===== config.mk =====
export PLATFORM = sky130hd
export DESIGN_NAME = buf_reader_flat
export DESIGN_NICKNAME = d
export VERILOG_FILES = /design/src/rtl/buf_reader_if.sv /design/src/rtl/buf_reader.sv /design/src/flat_wrapper.sv
export SDC_FILE = /design/constraint.sdc
export NUM_CORES = 1
export LEC_CHECK = 0
export ABC_AREA = 1
export CORE_UTILIZATION = 55
export CTS_CLUSTER_SIZE = 14
export DETAILED_ROUTE_END_ITERATION = 7
export PLACE_DENSITY_LB_ADDON = 0.2
export SKIP_LAST_GASP = 1
export SYNTH_ARGS = -nofsm -noshare
export SYNTH_HDL_FRONTEND = slang
export SYNTH_SLANG_ARGS = --single-unit

===== constraint.sdc =====
create_clock -name clk -period 7.7 [get_ports clk]
set_clock_uncertainty 0.05 [all_clocks]
set_input_delay 1.155 -clock clk [delete_from_list [all_inputs] [get_ports clk]]
set_output_delay 1.155 -clock clk [all_outputs]
set_load 0.005 [all_outputs]

===== src/rtl/buf_reader_if.sv =====
// Interface bundle for buf_reader: control handshake, buffer read port and head-word stream.
// The master modport is the reader; the slave modport is the surrounding environment.
interface buf_reader_if #(
    parameter int DATA_WIDTH  = 16,
    parameter int NUM_COL     = 10,
    parameter int BUFFER_SIZE = 512
);
    localparam int ID_W = $clog2(NUM_COL) + 1;
    localparam int AW   = $clog2(BUFFER_SIZE);
    localparam int PW   = 2 * DATA_WIDTH;

    logic                 start;
    logic [AW-1:0]        base_addr;
    logic [AW:0]          length;
    logic                 rd_en;
    logic [AW-1:0]        rd_addr;
    logic [PW+ID_W-1:0]   rd_data;
    logic [PW-1:0]        data_out;
    logic [ID_W-1:0]      id_out;
    logic [AW-1:0]        addr_out;
    logic                 valid_out;
    logic                 ready_in;
    logic                 busy;
    logic                 done;

    modport master (
        input  start, base_addr, length, rd_data, ready_in,
        output rd_en, rd_addr, data_out, id_out, addr_out, valid_out, busy, done
    );

    modport slave (
        output start, base_addr, length, rd_data, ready_in,
        input  rd_en, rd_addr, data_out, id_out, addr_out, valid_out, busy, done
    );
endinterface


===== src/rtl/buf_reader.sv =====
// Streams a block of psum words out of a 1-cycle-latency buffer through a 2-entry skid FIFO.
// Read issue is throttled so buffered plus in-flight words never exceed the FIFO depth.
module buf_reader #(
    parameter int DATA_WIDTH  = 16,
    parameter int NUM_COL     = 10,
    parameter int BUFFER_SIZE = 512
) (
    input  logic          clk,
    input  logic          rstn,
    buf_reader_if.master  bus
);
    localparam int ID_W = $clog2(NUM_COL) + 1;
    localparam int AW   = $clog2(BUFFER_SIZE);
    localparam int PW   = 2 * DATA_WIDTH;

    typedef enum logic [1:0] {
        IDLE  = 2'd0,
        READ  = 2'd1,
        DRAIN = 2'd2
    } state_t;

    state_t           state_r;
    state_t           state_s;
    logic [AW:0]      len_r;
    logic [AW:0]      rd_cnt_r;
    logic [AW:0]      acc_cnt_r;
    logic [AW-1:0]    rd_addr_r;
    logic [AW-1:0]    fl_addr_r;
    logic             fl_r;
    logic             done_r;
    logic [1:0]       cnt_r;
    logic             wr_ptr_r;
    logic             rd_ptr_r;
    logic [PW-1:0]    fd_r [2];
    logic [ID_W-1:0]  fi_r [2];
    logic [AW-1:0]    fa_r [2];

    logic             rd_en_s;
    logic             pop_s;
    logic             push_s;
    logic [2:0]       occ_s;
    logic             last_rd_s;
    logic             last_acc_s;
    logic             start_go_s;
    logic             start_zero_s;
    logic [AW-1:0]    next_addr_s;

    assign start_go_s   = (state_r == IDLE) && bus.start && (bus.length != {(AW+1){1'b0}});
    assign start_zero_s = (state_r == IDLE) && bus.start && (bus.length == {(AW+1){1'b0}});
    assign pop_s        = (cnt_r != 2'd0) && bus.ready_in;
    // A read issued last cycle always lands in the FIFO this cycle.
    assign push_s       = fl_r;
    assign occ_s        = {1'b0, cnt_r} + {2'b00, fl_r} - {2'b00, pop_s};
    assign last_rd_s    = (rd_cnt_r == (len_r - (AW+1)'(1)));
    assign last_acc_s   = (acc_cnt_r == (len_r - (AW+1)'(1)));
    assign next_addr_s  = (rd_addr_r == AW'(BUFFER_SIZE - 1)) ? {AW{1'b0}} : (rd_addr_r + AW'(1));

    // Next-state and read-issue decode.
    always_comb begin
        state_s = state_r;
        rd_en_s = 1'b0;
        case (state_r)
            IDLE: begin
                if (start_go_s) state_s = READ;
                else            state_s = IDLE;
            end
            READ: begin
                if (occ_s < 3'd2) begin
                    rd_en_s = 1'b1;
                    if (last_rd_s) state_s = DRAIN;
                    else           state_s = READ;
                end else begin
                    state_s = READ;
                end
            end
            DRAIN: begin
                if (pop_s && last_acc_s) state_s = IDLE;
                else                     state_s = DRAIN;
            end
            default: state_s = IDLE;
        endcase
    end

    // FSM state register.
    always_ff @(posedge clk or negedge rstn) begin
        if (!rstn) state_r <= IDLE;
        else       state_r <= state_s;
    end

    // Read address, counters, in-flight tracking and completion pulse.
    always_ff @(posedge clk or negedge rstn) begin
        if (!rstn) begin
            rd_addr_r <= {AW{1'b0}};
            fl_addr_r <= {AW{1'b0}};
            fl_r      <= 1'b0;
            len_r     <= {(AW+1){1'b0}};
            rd_cnt_r  <= {(AW+1){1'b0}};
            acc_cnt_r <= {(AW+1){1'b0}};
            done_r    <= 1'b0;
        end else begin
            fl_r   <= rd_en_s;
            done_r <= ((state_r == DRAIN) && pop_s && last_acc_s) || start_zero_s;
            if (rd_en_s) fl_addr_r <= rd_addr_r;
            if (start_go_s) begin
                rd_addr_r <= bus.base_addr;
                len_r     <= bus.length;
                rd_cnt_r  <= {(AW+1){1'b0}};
                acc_cnt_r <= {(AW+1){1'b0}};
            end else begin
                if (rd_en_s) begin
                    rd_addr_r <= next_addr_s;
                    rd_cnt_r  <= rd_cnt_r + (AW+1)'(1);
                end
                if (pop_s) acc_cnt_r <= acc_cnt_r + (AW+1)'(1);
            end
        end
    end

    // Two-entry FIFO holding returned words tagged with their source address.
    always_ff @(posedge clk or negedge rstn) begin
        if (!rstn) begin
            cnt_r    <= 2'd0;
            wr_ptr_r <= 1'b0;
            rd_ptr_r <= 1'b0;
            for (int i = 0; i < 2; i++) begin
                fd_r[i] <= {PW{1'b0}};
                fi_r[i] <= {ID_W{1'b0}};
                fa_r[i] <= {AW{1'b0}};
            end
        end else begin
            if (push_s) begin
                fd_r[wr_ptr_r] <= bus.rd_data[PW+ID_W-1:ID_W];
                fi_r[wr_ptr_r] <= bus.rd_data[ID_W-1:0];
                fa_r[wr_ptr_r] <= fl_addr_r;
                wr_ptr_r       <= ~wr_ptr_r;
            end
            if (pop_s) rd_ptr_r <= ~rd_ptr_r;
            cnt_r <= cnt_r + {1'b0, push_s} - {1'b0, pop_s};
        end
    end

    assign bus.rd_en     = rd_en_s;
    assign bus.rd_addr   = rd_addr_r;
    assign bus.data_out  = fd_r[rd_ptr_r];
    assign bus.id_out    = fi_r[rd_ptr_r];
    assign bus.addr_out  = fa_r[rd_ptr_r];
    assign bus.valid_out = (cnt_r != 2'd0);
    assign bus.busy      = (state_r != IDLE);
    assign bus.done      = done_r;
endmodule


===== src/flat_wrapper.sv =====
// flat-port wrapper written by rule: the top's interface ports become plain ports
module buf_reader_flat 
#(
    parameter int DATA_WIDTH  = 16,
    parameter int NUM_COL     = 10,
    parameter int BUFFER_SIZE = 512
)
  (clk, rstn, bus_start, bus_base_addr, bus_length, bus_rd_data, bus_ready_in, bus_rd_en, bus_rd_addr, bus_data_out, bus_id_out, bus_addr_out, bus_valid_out, bus_busy, bus_done);
  buf_reader_if #(.DATA_WIDTH(DATA_WIDTH), .NUM_COL(NUM_COL), .BUFFER_SIZE(BUFFER_SIZE)) bus_i ();
  input  logic clk;
  input  logic rstn;
  input wire logic [$bits(bus_i.start)-1:0] bus_start;
  input wire logic [$bits(bus_i.base_addr)-1:0] bus_base_addr;
  input wire logic [$bits(bus_i.length)-1:0] bus_length;
  input wire logic [$bits(bus_i.rd_data)-1:0] bus_rd_data;
  input wire logic [$bits(bus_i.ready_in)-1:0] bus_ready_in;
  output wire logic [$bits(bus_i.rd_en)-1:0] bus_rd_en;
  output wire logic [$bits(bus_i.rd_addr)-1:0] bus_rd_addr;
  output wire logic [$bits(bus_i.data_out)-1:0] bus_data_out;
  output wire logic [$bits(bus_i.id_out)-1:0] bus_id_out;
  output wire logic [$bits(bus_i.addr_out)-1:0] bus_addr_out;
  output wire logic [$bits(bus_i.valid_out)-1:0] bus_valid_out;
  output wire logic [$bits(bus_i.busy)-1:0] bus_busy;
  output wire logic [$bits(bus_i.done)-1:0] bus_done;
  assign bus_i.start = bus_start;
  assign bus_i.base_addr = bus_base_addr;
  assign bus_i.length = bus_length;
  assign bus_i.rd_data = bus_rd_data;
  assign bus_i.ready_in = bus_ready_in;
  assign bus_rd_en = bus_i.rd_en;
  assign bus_rd_addr = bus_i.rd_addr;
  assign bus_data_out = bus_i.data_out;
  assign bus_id_out = bus_i.id_out;
  assign bus_addr_out = bus_i.addr_out;
  assign bus_valid_out = bus_i.valid_out;
  assign bus_busy = bus_i.busy;
  assign bus_done = bus_i.done;
  buf_reader #(.DATA_WIDTH(DATA_WIDTH), .NUM_COL(NUM_COL), .BUFFER_SIZE(BUFFER_SIZE)) u_core (.clk(clk), .rstn(rstn), .bus(bus_i));
endmodule

# Yosys cells after proc, flatten, opt, wreduce, memory -nomap -nowiden
# Cells that the tools add are included.
dict set report word_totals {
  regBits 148
  out_inout_bits 59
}
dict set report classes {
  addsub 8
  reduce_logical 16
  eq_ne 5
  bitwise 4
  magnitude_cmp 4
  muxes 32
}
# operator n
set op_table {}
lappend op_table {{$mux 32} 4}
lappend op_table {{$bwmux 64} 1}
lappend op_table {{$mux 9} 7}
lappend op_table {{$mux 10} 4}
lappend op_table {{$demux 32 s1} 1}
lappend op_table {{$add 10x1->10 const B} 2}
lappend op_table {{$eq 10x10->1} 2}
lappend op_table {{$mux 5} 4}
lappend op_table {{$bwmux 18} 1}
lappend op_table {{$bwmux 10} 1}
lappend op_table {{$logic_not 10->1} 1}
lappend op_table {{$reduce_bool 10->1} 1}
lappend op_table {{$sub 10x1->10 const B} 1}
lappend op_table {{$add 9x1->9 const B} 1}
lappend op_table {{$demux 9 s1} 1}
lappend op_table {{$eq 9x9->1 const B} 1}
lappend op_table {{$logic_and 1x1->1} 8}
lappend op_table {{$reduce_bool 2->1} 4}
lappend op_table {{$mux 2} 3}
lappend op_table {{$pmux 2 s3} 1}
lappend op_table {{$demux 5 s1} 1}
lappend op_table {{$ge 2x2->1 const B} 2}
lappend op_table {{$not 1->2} 2}
lappend op_table {{$add 2x1->3} 1}
lappend op_table {{11 further kinds} 14}

# Logic depth before layout (Yosys ltp)
# Gate-level depths: netlist of the first run.
dict set report logic_depth {
  word_depth 8
  depth_mapped 17
  depth_no_buf 17
}

# Least setup slack after synthesis of the first run
# Ideal clock, no wire load.
dict set report synth_timing {
  kind {input -> output}
  start {input port bus_ready_in}
  end {output port bus_rd_en}
  arrival_time_ps 2829
  path_stages 9
  path_buffers 1
  slack_ps 3666
  path_cell_list {o21a_1 > ha_1 > inv_1 > ha_1 > fa_1 > inv_1 > nand3_4 > nor2_8 > buf_1}
}
dict set report synth_via {
  elab_chain_len 5
}
# element line
set synth_lines {}
lappend synth_lines {{start: declaration} flat_wrapper.sv:16} ;# input wire logic [$bits(bus_i.ready_in)-1:0] bus_ready_in;
lappend synth_lines {{$logic_and 1x1->1} buf_reader.sv:50} ;# assign pop_s = (cnt_r != 2'd0) && bus.ready_in;
lappend synth_lines {{$sub 3x1->3} buf_reader.sv:53} ;# assign occ_s = {1'b0, cnt_r} + {2'b00, fl_r} - {2'b00, pop_s};
lappend synth_lines {{net u_core.occ_s[1]} buf_reader.sv:41} ;# logic [2:0] occ_s;
lappend synth_lines {{$lt 3x2->1} buf_reader.sv:68} ;# if (occ_s < 3'd2) begin
lappend synth_lines {{$mux 1} buf_reader.sv:68}
lappend synth_lines {{$mux 1} buf_reader.sv:62} ;# case (state_r)
lappend synth_lines {{end: declaration} flat_wrapper.sv:17} ;# output wire logic [$bits(bus_i.rd_en)-1:0] bus_rd_en;
# The timed path passes the listed nets, and every way through them passes these cells.

# Final worst setup path of the first run
dict set report layout_timing {
  start {input port bus_ready_in}
  end {output port bus_rd_en}
}
dict set report layout_via {
  elab_chain_len 5
}
# element line
set layout_lines {}
lappend layout_lines {{$logic_and 1x1->1} buf_reader.sv:50}
lappend layout_lines {{net u_core.pop_s} buf_reader.sv:39} ;# logic pop_s;
lappend layout_lines {{$sub 3x1->3} buf_reader.sv:53}
lappend layout_lines {{net u_core.occ_s[1]} buf_reader.sv:41}
lappend layout_lines {{$lt 3x2->1} buf_reader.sv:68}
lappend layout_lines {{$mux 1} buf_reader.sv:68}
lappend layout_lines {{$mux 1} buf_reader.sv:62}
# The timed path passes the listed nets, and every way through them passes these cells.

==> impl_table.tex, run 1 <==
\begin{tabular}{lr}
\hline
Metric & Value \\
\hline
\multicolumn{2}{l}{\textbf{Timing}} \\
\quad Final-layout worst hold slack & 0.432 ns \\
\quad Final setup slack of the worst path & 2.51 ns \\
\quad RSZ-0062 raised after global routing & no \\
\quad Final total negative setup slack & 0 ns \\
\quad Final setup vio count & 0 \\
\quad Final Hold Violating Endpoints & 0 \\
\quad Final Cycle Share & 67.4\% \\
\quad Minimum period implied by the final worst setup slack & 5.19 ns \\
\quad Top achievable clock speed & 193 MHz \\
\quad Least-Margin Pin Slew & 0.973 ns \\
\quad Fin. max-slew vios & 0 \\
\quad Relative slew slack & 35.1\% \\
\multicolumn{2}{l}{\textbf{GRT}} \\
\quad Number of antenna violations at the first check in global routing & 0 \\
\quad Leftover overflow at the end of global routing & 0 \\
\quad Global-route wire length before repair & 26400 um \\
\quad Maximum number of pins on one net before global-route repair & 94 \\
\quad All-Layer GR Usage & 25.5\% \\
\quad Via count of the first global-routing pass & 5662 \\
\multicolumn{2}{l}{\textbf{Synth}} \\
\quad Yosys warnings & 0 \\
\quad Mapped Nets & 979 \\
\quad Distinct cell type count after synthesis & 36 \\
\quad Number of flip-flops and latches in the synthesized netlist & 148 \\
\quad Combined area of all synthesized cells & 0.00714 sq mm \\
\quad Sequential cell area fraction in the yosys report & 51.8\% \\
\quad Avg Cell Area, Syn & 7.84 sq um \\
\quad Cells after Synth & 911 \\
\multicolumn{2}{l}{\textbf{Die}} \\
\quad Number of primary I/O pins & 119 \\
\quad Die extent in y & 116 um \\
\quad Row cnt & 41 \\
\quad Starting utilization of the core area & 56.6\% \\
\quad Die ar. & 0.0134 sq mm \\
\quad Die width & 116 um \\
\quad Floorplan core area & 0.0126 sq mm \\
\multicolumn{2}{l}{\textbf{Layout}} \\
\quad Proportion of layout cells with a drive suffix above 1 & 6.32\% \\
\quad Register area & 0.00370 sq mm \\
\quad Commonest non-fill, non-tap cells in the layout & nand2\_1, dfrtp\_1, o21ai\_0 \\
\quad Area overhead of the layout relative to synthesis & 26.6\% \\
\quad Multi-input gate area in the final layout & 0.00293 sq mm \\
\quad Fill cell instance count of the final layout & 1065 \\
\quad Leading cell type in the layout, fill and taps excluded & nand2\_1 \\
\quad Number of nets in the finished design & 1084 \\
\quad Count of inserted antenna diode cells & 0 \\
\quad Final design instance area without fill & 0.00904 sq mm \\
\multicolumn{2}{l}{\textbf{Power}} \\
\quad Switching share of power & 38.5\% \\
\quad Power dissipated by switching net loads & 1.54 mW \\
\quad Total power per unit cell area & 442 mW/mm\^{}2 \\
\quad Worst-case vdd ir drop & 0.000229 V \\
\quad Combinational group share of total power & 43.9\% \\
\quad Clock network fraction of total power & 21.0\% \\
\quad Part of the total power dissipated in sequential elements & 35.1\% \\
\quad Cell-internal power & 2.46 mW \\
\quad Power after layout & 4.00 mW \\
\quad Leakage power & 4.53 nW \\
\multicolumn{2}{l}{\textbf{Drt}} \\
\quad Number of iterations in the first detailed-routing pass & 5 \\
\quad Remaining number of nets flagged by the antenna check after routing & 0 \\
\quad Post-route DRC & 0 \\
\quad Number of DRC violations after detailed-routing iteration 0 & 490 \\
\quad Total number of vias & 6067 \\
\quad Vias per std cell & 5.05 \\
\quad Mean routed wirelength per cell & 13.2 um \\
\quad Total wire length & 15800 um \\
\multicolumn{2}{l}{\textbf{Clock network}} \\
\quad Post-CTS Hold Fix Bufs & 0 \\
\quad Number of buffers between clock root and the deepest sink & 2 \\
\quad Clock edge transition at the registers on the reported setup and hold paths & 0.06 ns \\
\quad Clock tree from TritonCTS & done \\
\quad Post-CTS Setup Repair Bufs & 0 \\
\quad Inserted Clock Buffers & 17 \\
\quad Htree depth & 4 \\
\quad Source-to-sink clock delay at the later pin of the worst-skew pair & 0.43 ns \\
\quad \# clock sinks & 148 \\
\quad Root Buffer Master & clkbuf\_16 \\
\quad Count of instances resized after the clock tree is built & 0 \\
\multicolumn{2}{l}{\textbf{Setup path}} \\
\quad Largest fanout of any net on the critical path & 25 \\
\quad Required time reported for the critical path endpoint & 6.49 ns \\
\quad Critical path cell sequence & clkdlybuf4s50\_1 > o21a\_1 > ha\_1 > inv\_1 > ha\_1 > fa\_1 > inv\_1 > nand3\_4 > nor2\_8 > clkdlybuf4s50\_1 \\
\quad Startpoint types & primary input \\
\quad Crit. Startpoint & bus\_ready\_in \\
\quad Crit. End Element & primary output \\
\quad Maximum cell stage delay along the critical path & 0.57 ns \\
\quad Startpoint-to-endpoint class of the critical path & primary input to primary output \\
\quad Worst path arrival time & 3.98 ns \\
\quad Startpoint of the lowest-slack register-to-register path & u\_core.cnt\_r[1]\$\_DFF\_PN0\_ \\
\quad Slowest-stage cell, CP & clkdlybuf4s50\_1 \\
\multicolumn{2}{l}{\textbf{Place}} \\
\quad Placed standard-cell area & 0.00843 sq mm \\
\quad Post-placement setup slack & 2.52 ns \\
\quad Final weighted congestion in routability-driven placement & 0.852 \\
\quad HPWL after DPL & 10300 um \\
\quad Buffers on Ports & 118 \\
\multicolumn{2}{l}{\textbf{Run status}} \\
\quad Result of the run & completed \\
\multicolumn{2}{l}{\textbf{Min path}} \\
\quad Class of the worst hold path & flip-flop to flip-flop \\
\quad Critical hold path startpoint & u\_core.fi\_r[6]\$\_DFFE\_PN0P\_ \\
\multicolumn{2}{l}{\textbf{Job}} \\
\quad MaxCap Viol Count & 0 \\
\hline
\end{tabular}
==> cells in the mapped netlist (all sizes together) <==
master,count,area (sq um)
nand4,3,18.8
fa,1,20.0
dfrtp,148,3700
xnor2,1,8.76
clkbuf,27,101
a21oi,12,60.1
and3,2,12.5
or2,3,18.8
nand2,352,1340
xor2,14,123
o21a,3,22.5
inv,100,375
a22oi,1,7.51
o211ai,3,22.5
xnor3,1,22.5
a31o,1,8.76
nor2,37,168
nand3b,3,22.5
nor4,2,25.0
buf,8,32.5
nand3,49,258
ha,7,87.6
nor3,6,46.3
a31oi,1,6.26
o21ai,126,631
==> registers in the layout, summed over array words and instances (netlist names) <==
signal and flops:
u_core.bus.done 1, u_core.len_r 10, u_core.acc_cnt_r 10, u_core.bus.rd_addr 9, u_core.rd_ptr_r 1, u_core.fd_r 64
u_core.wr_ptr_r 1, u_core.cnt_r 2, u_core.state_r 2, u_core.rd_cnt_r 10, u_core.fl_r 1, u_core.fa_r 18
u_core.fl_addr_r 9, u_core.fi_r 10
==> path summary, 6_finish.rpt <==
check	end	slack [ns]	cells after the start
setup / recovery	bus_rd_en	2.51	10
hold / removal	u_core.fi_r[6]$_DFFE_PN0P_	0.43	2
setup reg to reg	u_core.rd_cnt_r[1]$_DFFE_PN0P_	4.64	13
hold reg to reg	u_core.fi_r[6]$_DFFE_PN0P_	0.43	2
max in group asynchronous	u_core.rd_ptr_r$_DFFE_PN0P_	5.43	2
min in group asynchronous	u_core.fd_r[57]$_DFFE_PN0P_	0.66	1
==> worst max-delay path, delay by kind of cell <==
family	cells	cell delay (ns)
simple gates	2	0.40
compound gates	1	0.27
fa+ha+maj	3	0.86
buf+inv	4	1.27
==> cells by family (layout without fill, tap and decap cells) <==
logic type	after synthesis	count (layout)	share of synthesized area, %
adder cells (fa/ha/maj)	8	8	1.51
buffers and inverters	135	253	7.13
AO/OA/AOI/OAI	147	147	10.6
XOR/XNOR	16	16	2.15
AND/OR/NAND/NOR	457	457	26.7
flip-flops	148	148	51.8
==> final cells by class <==
| class | instances | share of cell area, % |
|---|---|---|
| multi-input cells | 628 | 32.4 |
| flip-flops and latches | 148 | 41.0 |
| clock inverters | 13 | 1.73 |
| clock buffers | 19 | 5.01 |
| inverters | 100 | 4.15 |
| well taps | 172 | 2.38 |
| repair buffers | 121 | 13.3 |
==> stage by stage <==
step,util [%],instances
2_1_floorplan,-,911
3_3_place_gp,66.8,1169
3_5_place_dp,66.8,1169
4_1_cts,71.7,1201
5_1_grt,71.7,1201
6_report,71.7,1201
==> routing by layer <==
| metal | vias to the layer above | wire [um] | track usage (%) |
|---|---|---|---|
| li1 | 3077 | - | - |
| met1 | 2828 | 7180 | 32.9 |
| met2 | 149 | 7700 | 42.9 |
| met3 | 13 | 820 | 5.91 |
| met4 | 0 | 137 | 7.61 |
| met5 | - | 0 | 0 |
==> power by group through the flow <==
stage	combinational [mW]	sequential, mW	clock [mW]
6_report	1.76	1.40	0.840
5_1_grt	2.00	1.45	0.882
4_1_cts	1.78	1.40	0.853
3_5_place_dp	1.76	1.41	0
3_3_place_gp	1.71	1.40	0
2_1_floorplan	1.11	1.31	0
No activity file was read; power rests on OpenSTA's default activity.
==> inputs of run 2 (changes only) <==
CORE_UTILIZATION = 48   (was 55)
clock period = 4.65 ns   (was 7.7 ns; I/O delays follow)
==> impl_table.tex, run 2 (synthesis gave the netlist of run 1 again) <==
\begin{tabular}{lr}
\hline
Metric & Value \\
\hline
\multicolumn{2}{l}{\textbf{Setup path}} \\
\quad Crit. End Element & primary output (unchanged) \\
\quad Startpoint of the lowest-slack register-to-register path & u\_core.cnt\_r[1]\$\_DFF\_PN0\_ (unchanged) \\
\quad Crit. Startpoint & bus\_ready\_in (unchanged) \\
\quad Startpoint-to-endpoint class of the critical path & primary input to primary output (unchanged) \\
\quad Required time reported for the critical path endpoint & 3.90 ns (was 6.49 ns) \\
\quad Worst path arrival time & 3.23 ns (was 3.98 ns) \\
\quad Startpoint types & primary input (unchanged) \\
\quad R2r endpoint & u\_core.rd\_cnt\_r[8]\$\_DFFE\_PN0P\_ (was u\_core.rd\_cnt\_r[1]\$\_DFFE\_PN0P\_) \\
\quad R2R cell count & 15 (was 13) \\
\quad Largest fanout of any net on the critical path & 5 (was 25) \\
\quad R2R Setup Slk & 1.54 ns (was 4.64 ns) \\
\quad Capture point of the critical path & bus\_rd\_en (unchanged) \\
\multicolumn{2}{l}{\textbf{Clock network}} \\
\quad Htree depth & 4 (unchanged) \\
\quad Root Buffer Master & clkbuf\_16 (unchanged) \\
\quad Inserted Clock Buffers & 17 (unchanged) \\
\quad \# clock sinks & 148 (unchanged) \\
\quad Count of instances resized after the clock tree is built & 0 (unchanged) \\
\quad Clock tree from TritonCTS & done (unchanged) \\
\quad Post-CTS Setup Repair Bufs & 0 (unchanged) \\
\quad Post-CTS Hold Fix Bufs & 0 (unchanged) \\
\quad Number of buffers between clock root and the deepest sink & 2 (unchanged) \\
\quad Source-to-sink clock delay at the later pin of the worst-skew pair & 0.42 ns (was 0.43 ns) \\
\quad Clock edge transition at the registers on the reported setup and hold paths & 0.05 ns (was 0.06 ns) \\
\multicolumn{2}{l}{\textbf{GRT}} \\
\quad Via count of the first global-routing pass & 5641 (was 5662) \\
\quad Maximum number of pins on one net before global-route repair & 93 (was 94) \\
\quad All-Layer GR Usage & 22.8\% (was 25.5\%) \\
\quad Global-route wire length before repair & 26900 um (was 26400 um) \\
\quad Number of antenna violations at the first check in global routing & 0 (unchanged) \\
\quad Leftover overflow at the end of global routing & 0 (unchanged) \\
\multicolumn{2}{l}{\textbf{Place}} \\
\quad Final weighted congestion in routability-driven placement & 0.844 (was 0.852) \\
\quad Count of placed standard cells including taps & 1184 (was 1169) \\
\quad Buffers on Ports & 118 (unchanged) \\
\quad Post-placement setup slack & 0.667 ns (was 2.52 ns) \\
\quad HPWL after DPL & 10700 um (was 10300 um) \\
\multicolumn{2}{l}{\textbf{Die}} \\
\quad Die ar. & 0.0154 sq mm (was 0.0134 sq mm) \\
\quad Die width & 124 um (was 116 um) \\
\quad Number of primary I/O pins & 119 (unchanged) \\
\quad Floorplan core area & 0.0145 sq mm (was 0.0126 sq mm) \\
\quad Row cnt & 44 (was 41) \\
\quad Die extent in y & 124 um (was 116 um) \\
\quad Starting utilization of the core area & 49.1\% (was 56.6\%) \\
\multicolumn{2}{l}{\textbf{Drt}} \\
\quad Remaining number of nets flagged by the antenna check after routing & 0 (unchanged) \\
\quad Post-route DRC & 0 (unchanged) \\
\quad Total number of vias & 6035 (was 6067) \\
\quad Number of DRC violations after detailed-routing iteration 0 & 384 (was 490) \\
\quad Vias per std cell & 4.97 (was 5.05) \\
\quad Total wire length & 16100 um (was 15800 um) \\
\quad Number of iterations in the first detailed-routing pass & 5 (unchanged) \\
\quad Mean routed wirelength per cell & 13.3 um (was 13.2 um) \\
\multicolumn{2}{l}{\textbf{Layout}} \\
\quad Leading cell type in the layout, fill and taps excluded & nand2\_1 (unchanged) \\
\quad Count of inserted antenna diode cells & 0 (unchanged) \\
\quad Fill cell instance count of the final layout & 1285 (was 1065) \\
\quad Number of nets in the finished design & 1087 (was 1084) \\
\quad Proportion of layout cells with a drive suffix above 1 & 5.83\% (was 6.32\%) \\
\quad Largest registers & u\_core.fd\_r x64, u\_core.fa\_r x18 (unchanged) \\
\quad Area overhead of the layout relative to synthesis & 26.9\% (was 26.6\%) \\
\quad Commonest non-fill, non-tap cells in the layout & nand2\_1, dfrtp\_1, o21ai\_0 (unchanged) \\
\quad Largest register FFs & 64 (unchanged) \\
\quad Core utilization of the finished layout & 62.4\% (was 71.7\%) \\
\quad Non-filler cells in the finished layout & 1214 (was 1201) \\
\quad Register with the most flip-flops & u\_core.fd\_r (unchanged) \\
\multicolumn{2}{l}{\textbf{Timing}} \\
\quad Final setup slack of the worst path & 0.669 ns (was 2.51 ns) \\
\quad Least-Margin Pin Slew & 0.859 ns (was 0.973 ns) \\
\quad Final total negative setup slack & 0 ns (unchanged) \\
\quad Final setup vio count & 0 (unchanged) \\
\quad RSZ-0062 raised after global routing & no (unchanged) \\
\quad Final Hold Violating Endpoints & 0 (unchanged) \\
\quad Final Cycle Share & 85.6\% \\
\quad Relative slew slack & 42.7\% (was 35.1\%) \\
\quad Minimum period implied by the final worst setup slack & 3.98 ns \\
\quad Fin. max-slew vios & 0 (unchanged) \\
\quad Top achievable clock speed & 251 MHz \\
\multicolumn{2}{l}{\textbf{Job}} \\
\quad MaxCap Viol Count & 0 (unchanged) \\
\multicolumn{2}{l}{\textbf{Min path}} \\
\quad Class of the worst hold path & primary input to asynchronous set/reset pin (was flip-flop to flip-flop) \\
\multicolumn{2}{l}{\textbf{Power}} \\
\quad Worst-case vdd ir drop & 0.000340 V (was 0.000229 V) \\
\quad Leakage power & 4.55 nW (was 4.53 nW) \\
\quad Total power per unit cell area & 731 mW/mm\^{}2 (was 442 mW/mm\^{}2) \\
\multicolumn{2}{l}{\textbf{Run status}} \\
\quad Result of the run & completed (unchanged) \\
\hline
\end{tabular}
[run 2: changes by cell type in the layout (fill, tap and decap cells not counted), sizes merged]
cell      previous run  this run
clkbuf              19        26
clkinvlp             5         0
buf                  4         7
clkinv               4         1
inv                101       100
[run 2: critical path, stage by stage]
cell             delay, ns
clkdlybuf4s50_1       0.51
o21a_1                0.26
ha_1                  0.26
inv_1                 0.05
ha_1                  0.15
fa_1                  0.43
inv_1                 0.13
nand3_4               0.12
nor2_8                0.11
clkdlybuf4s50_1       0.50
[run 2: layout make-up]
cell class              instances  area, sq um  share of cell area [%]
inverters                     100          375                    4.14
multi-input cells             628         2930                    32.4
clock buffers                  26          499                    5.51
clock inverters                 4         95.1                    1.05
flip-flops and latches        148         3700                    40.9
well taps                     184          230                    2.54
repair buffers                124         1230                    13.5
[run 2: power by group]
group          internal (mW)  switching [mW]
clock                  0.895           0.488
combinational           1.34            1.65
sequential              1.88           0.374
[run 2: how the worst min path moves through the flow]
stage	endpoint	slack, ns	start	cells after the start
4_1_cts	u_core.fd_r[45]$_DFFE_PN0P_	0.28	rstn	1
6_report	u_core.fd_r[45]$_DFFE_PN0P_	0.23	rstn	1
5_1_grt	u_core.fd_r[45]$_DFFE_PN0P_	0.30	rstn	1
3_5_place_dp	u_core.fd_r[35]$_DFFE_PN0P_	0.42	u_core.fd_r[35]$_DFFE_PN0P_	2
2_1_floorplan	u_core.acc_cnt_r[0]$_DFFE_PN0P_	0.35	rstn	0
3_3_place_gp	u_core.fi_r[9]$_DFFE_PN0P_	0.42	u_core.fi_r[9]$_DFFE_PN0P_	2
[run 2: per-stage QoR]
stage / cell area (sq um) / hold slack (ns) / power (mW)
2_1_floorplan: 7140 / 0.352 / 4.02
3_3_place_gp: 8470 / 0.415 / 5.19
3_5_place_dp: 8470 / 0.423 / 5.27
4_1_cts: 9060 / 0.280 / 6.69
5_1_grt: 9060 / 0.304 / 7.23
6_report: 9060 / 0.234 / 6.63
[run 2: metal layers]
layer	vias up	part of all wire (%)	track usage [%]
li1	3085	-	-
met1	2805	47	30.5
met2	125	47	36.5
met3	20	4.9	5.54
met4	0	1.4	7.37
met5	-	0	0
==> inputs of run 3 (changes only) <==
--- a/config.mk
+++ b/config.mk
@@ -8,2 +8,3 @@
 export ABC_AREA = 1
+export CORE_ASPECT_RATIO = 0.9
 export CORE_UTILIZATION = 48
@@ -11,2 +12,3 @@
 export DETAILED_ROUTE_END_ITERATION = 7
+export MAX_ROUTING_LAYER = met4
 export PLACE_DENSITY_LB_ADDON = 0.2
--- a/constraint.sdc
+++ b/constraint.sdc
@@ -4,2 +4,2 @@
 set_output_delay 0.6975 -clock clk [all_outputs]
-set_load 0.005 [all_outputs]
+set_load 0.05 [all_outputs]
==> impl_table.tex, run 3 (synthesis gave the netlist of run 1 again) <==
\begin{tabular}{lr}
\hline
Metric & Value \\
\hline
\multicolumn{2}{l}{\textbf{Job}} \\
\quad MaxCap Viol Count & 0 (unchanged) \\
\multicolumn{2}{l}{\textbf{Min path}} \\
\quad Class of the worst hold path & primary input to asynchronous set/reset pin (unchanged) \\
\multicolumn{2}{l}{\textbf{Die}} \\
\quad Starting utilization of the core area & 50.1\% (was 49.1\%) \\
\quad Number of primary I/O pins & 119 (unchanged) \\
\quad Die ar. & 0.0154 sq mm (about the same) \\
\quad Die extent in y & 118 um (was 124 um) \\
\quad Die width & 131 um (was 124 um) \\
\quad Floorplan core area & 0.0143 sq mm (was 0.0145 sq mm) \\
\quad Row cnt & 41 (was 44) \\
\multicolumn{2}{l}{\textbf{Setup path}} \\
\quad Crit. End Element & primary output (unchanged) \\
\quad Startpoint types & primary input (unchanged) \\
\quad Maximum cell stage delay along the critical path & 0.51 ns (about the same) \\
\quad Required time reported for the critical path endpoint & 3.90 ns (about the same) \\
\quad Largest fanout of any net on the critical path & 5 (unchanged) \\
\quad Slowest-stage cell, CP & clkdlybuf4s50\_1 (unchanged) \\
\quad Startpoint of the lowest-slack register-to-register path & u\_core.cnt\_r[1]\$\_DFF\_PN0\_ (unchanged) \\
\quad Critical path cell sequence & clkdlybuf4s50\_1 > o21a\_1 > ha\_1 > inv\_1 > ha\_1 > fa\_1 > inv\_1 > nand3\_4 > nor2\_8 > buf\_4 (was clkdlybuf4s50\_1 > o21a\_1 > ha\_1 > inv\_1 > ha\_1 > fa\_1 > inv\_1 > nand3\_4 > nor2\_8 > clkdlybuf4s50\_1) \\
\quad Largest delay share family, worst path & buffers and inverters (unchanged) \\
\quad Startpoint-to-endpoint class of the critical path & primary input to primary output (unchanged) \\
\quad Crit path buf inv count & 4 (unchanged) \\
\quad Worst path arrival time & 2.99 ns (was 3.23 ns) \\
\quad Crit. Startpoint & bus\_ready\_in (unchanged) \\
\multicolumn{2}{l}{\textbf{Layout}} \\
\quad Largest register FFs & 64 (unchanged) \\
\quad Commonest non-fill, non-tap cells in the layout & nand2\_1, dfrtp\_1, o21ai\_0 (unchanged) \\
\quad Proportion of layout cells with a drive suffix above 1 & 6.50\% (was 5.83\%) \\
\quad Area overhead of the layout relative to synthesis & 27.6\% (was 26.9\%) \\
\quad Leading cell type in the layout, fill and taps excluded & nand2\_1 (unchanged) \\
\quad Core utilization of the finished layout & 63.9\% (was 62.4\%) \\
\quad Largest registers & u\_core.fd\_r x64, u\_core.fa\_r x18 (unchanged) \\
\quad Number of nets in the finished design & 1087 (unchanged) \\
\quad Register with the most flip-flops & u\_core.fd\_r (unchanged) \\
\quad Final design instance area without fill & 0.00911 sq mm (was 0.00906 sq mm) \\
\quad Count of inserted antenna diode cells & 0 (unchanged) \\
\multicolumn{2}{l}{\textbf{GRT}} \\
\quad Maximum number of pins on one net before global-route repair & 77 (was 93) \\
\quad Leftover overflow at the end of global routing & 0 (unchanged) \\
\quad Global-route wire length before repair & 27900 um (was 26900 um) \\
\quad Via count of the first global-routing pass & 5847 (was 5641) \\
\quad All-Layer GR Usage & 23.8\% (was 22.8\%) \\
\quad Number of antenna violations at the first check in global routing & 0 (unchanged) \\
\multicolumn{2}{l}{\textbf{Drt}} \\
\quad Vias per std cell & 4.95 (was 4.97) \\
\quad Number of iterations in the first detailed-routing pass & 6 (was 5) \\
\quad Total wire length & 16200 um (was 16100 um) \\
\quad Total number of vias & 6053 (was 6035) \\
\quad Remaining number of nets flagged by the antenna check after routing & 0 (unchanged) \\
\quad Number of DRC violations after detailed-routing iteration 0 & 493 (was 384) \\
\quad Mean routed wirelength per cell & 13.2 um (was 13.3 um) \\
\quad Post-route DRC & 0 (unchanged) \\
\multicolumn{2}{l}{\textbf{Clock network}} \\
\quad Source-to-sink clock delay at the later pin of the worst-skew pair & 0.42 ns (about the same) \\
\quad Number of buffers between clock root and the deepest sink & 2 (unchanged) \\
\quad \# clock sinks & 148 (unchanged) \\
\quad Root Buffer Master & clkbuf\_16 (unchanged) \\
\quad Count of instances resized after the clock tree is built & 0 (unchanged) \\
\quad Post-CTS Hold Fix Bufs & 0 (unchanged) \\
\quad Htree depth & 4 (unchanged) \\
\quad Inserted Clock Buffers & 17 (unchanged) \\
\quad Post-CTS Setup Repair Bufs & 0 (unchanged) \\
\quad Clock edge transition at the registers on the reported setup and hold paths & 0.06 ns (was 0.05 ns) \\
\quad Clock tree from TritonCTS & done (unchanged) \\
\multicolumn{2}{l}{\textbf{Place}} \\
\quad Post-placement setup slack & 0.854 ns (was 0.667 ns) \\
\quad HPWL after DPL & 10800 um (was 10700 um) \\
\quad Buffers on Ports & 118 (unchanged) \\
\quad Placed standard-cell area & 0.00848 sq mm (was 0.00847 sq mm) \\
\quad Final weighted congestion in routability-driven placement & 0.858 (was 0.844) \\
\multicolumn{2}{l}{\textbf{Timing}} \\
\quad RSZ-0062 raised after global routing & no (unchanged) \\
\quad Final setup slack of the worst path & 0.910 ns (was 0.669 ns) \\
\quad Final setup vio count & 0 (unchanged) \\
\quad Minimum period implied by the final worst setup slack & 3.74 ns (was 3.98 ns) \\
\quad Final Cycle Share & 80.4\% (was 85.6\%) \\
\quad Least-Margin Pin Slew & 0.849 ns (was 0.859 ns) \\
\quad Top achievable clock speed & 267 MHz (was 251 MHz) \\
\quad Final Hold Violating Endpoints & 0 (unchanged) \\
\quad Relative slew slack & 43.3\% (was 42.7\%) \\
\quad Final total negative setup slack & 0 ns (unchanged) \\
\quad Fin. max-slew vios & 0 (unchanged) \\
\multicolumn{2}{l}{\textbf{Power}} \\
\quad Leakage power & 4.57 nW (was 4.55 nW) \\
\quad Total power per unit cell area & 861 mW/mm\^{}2 (was 731 mW/mm\^{}2) \\
\quad Worst-case vdd ir drop & 0.000390 V (was 0.000340 V) \\
\multicolumn{2}{l}{\textbf{Run status}} \\
\quad Result of the run & completed (unchanged) \\
\hline
\end{tabular}
-- run 3: cell types whose count changed in the layout (fill, tap and decap cells not counted), sizes merged --
cell           previous run  this run
clkinvlp                  0         2
clkinv                    1         4
bufinv                    3         4
clkbuf                   26        20
inv                     100       101
clkdlybuf4s50           117       116
buf                       7         8
-- run 3: routing by layer --
layer	part of all wire (%)	track usage (%)	vias up
li1	-	-	3084
met5	0	-	-
met2	45	34.0	155
met1	49	33.2	2797
met3	5.1	6.18	17
met4	1.1	6.97	0
-- run 3: where the power goes --
part / total (mW) / internal [mW] / switching [mW]
sequential: 2.25 / 1.88 / 0.374
combinational: 4.15 / 1.34 / 2.81
clock: 1.45 / 0.926 / 0.523
total: 7.85 / 4.14 / 3.70
-- run 3: cell type report --
class	count	area, sq um
multi-input cells	628	2930
clock buffers	20	457
clock inverters	11	175
inverters	100	375
well taps	193	241
repair buffers	124	1220
fillers	1276	5150
flip-flops and latches	148	3700
-- run 3: per-stage QoR --
stage	cells	hold WS, ns	power, mW
after global routing	1224	0.301	8.46
after CTS	1224	0.272	7.91
after floorplan	911	0.352	5.17
final	1224	0.254	7.85
after detailed placement	1193	0.423	6.42
after global placement	1193	0.415	6.36
-- run 3: final timing paths --
kind | end | slack, ns | cells after the start
setup reg to reg | u_core.rd_cnt_r[8]$_DFFE_PN0P_ | 1.52 | 15
setup / recovery | bus_rd_en | 0.91 | 10
max in group asynchronous | u_core.fa_r[8]$_DFFE_PN0P_ | 3.34 | 2
min in group clk | u_core.fa_r[11]$_DFFE_PN0P_ | 0.43 | 2
hold / removal | u_core.len_r[8]$_DFFE_PN0P_ | 0.25 | 1
hold reg to reg | u_core.fa_r[11]$_DFFE_PN0P_ | 0.43 | 2
-- run 3: worst reg2reg max path, delay by kind of cell (launching register included) --
family	cells	cell delay, ns
AOI/OAI and AO/OA	3	0.56
and+or+nand+nor	5	0.54
buffers and inverters	4	0.49
adders and majority gates	3	0.95
DFF	1	0.44
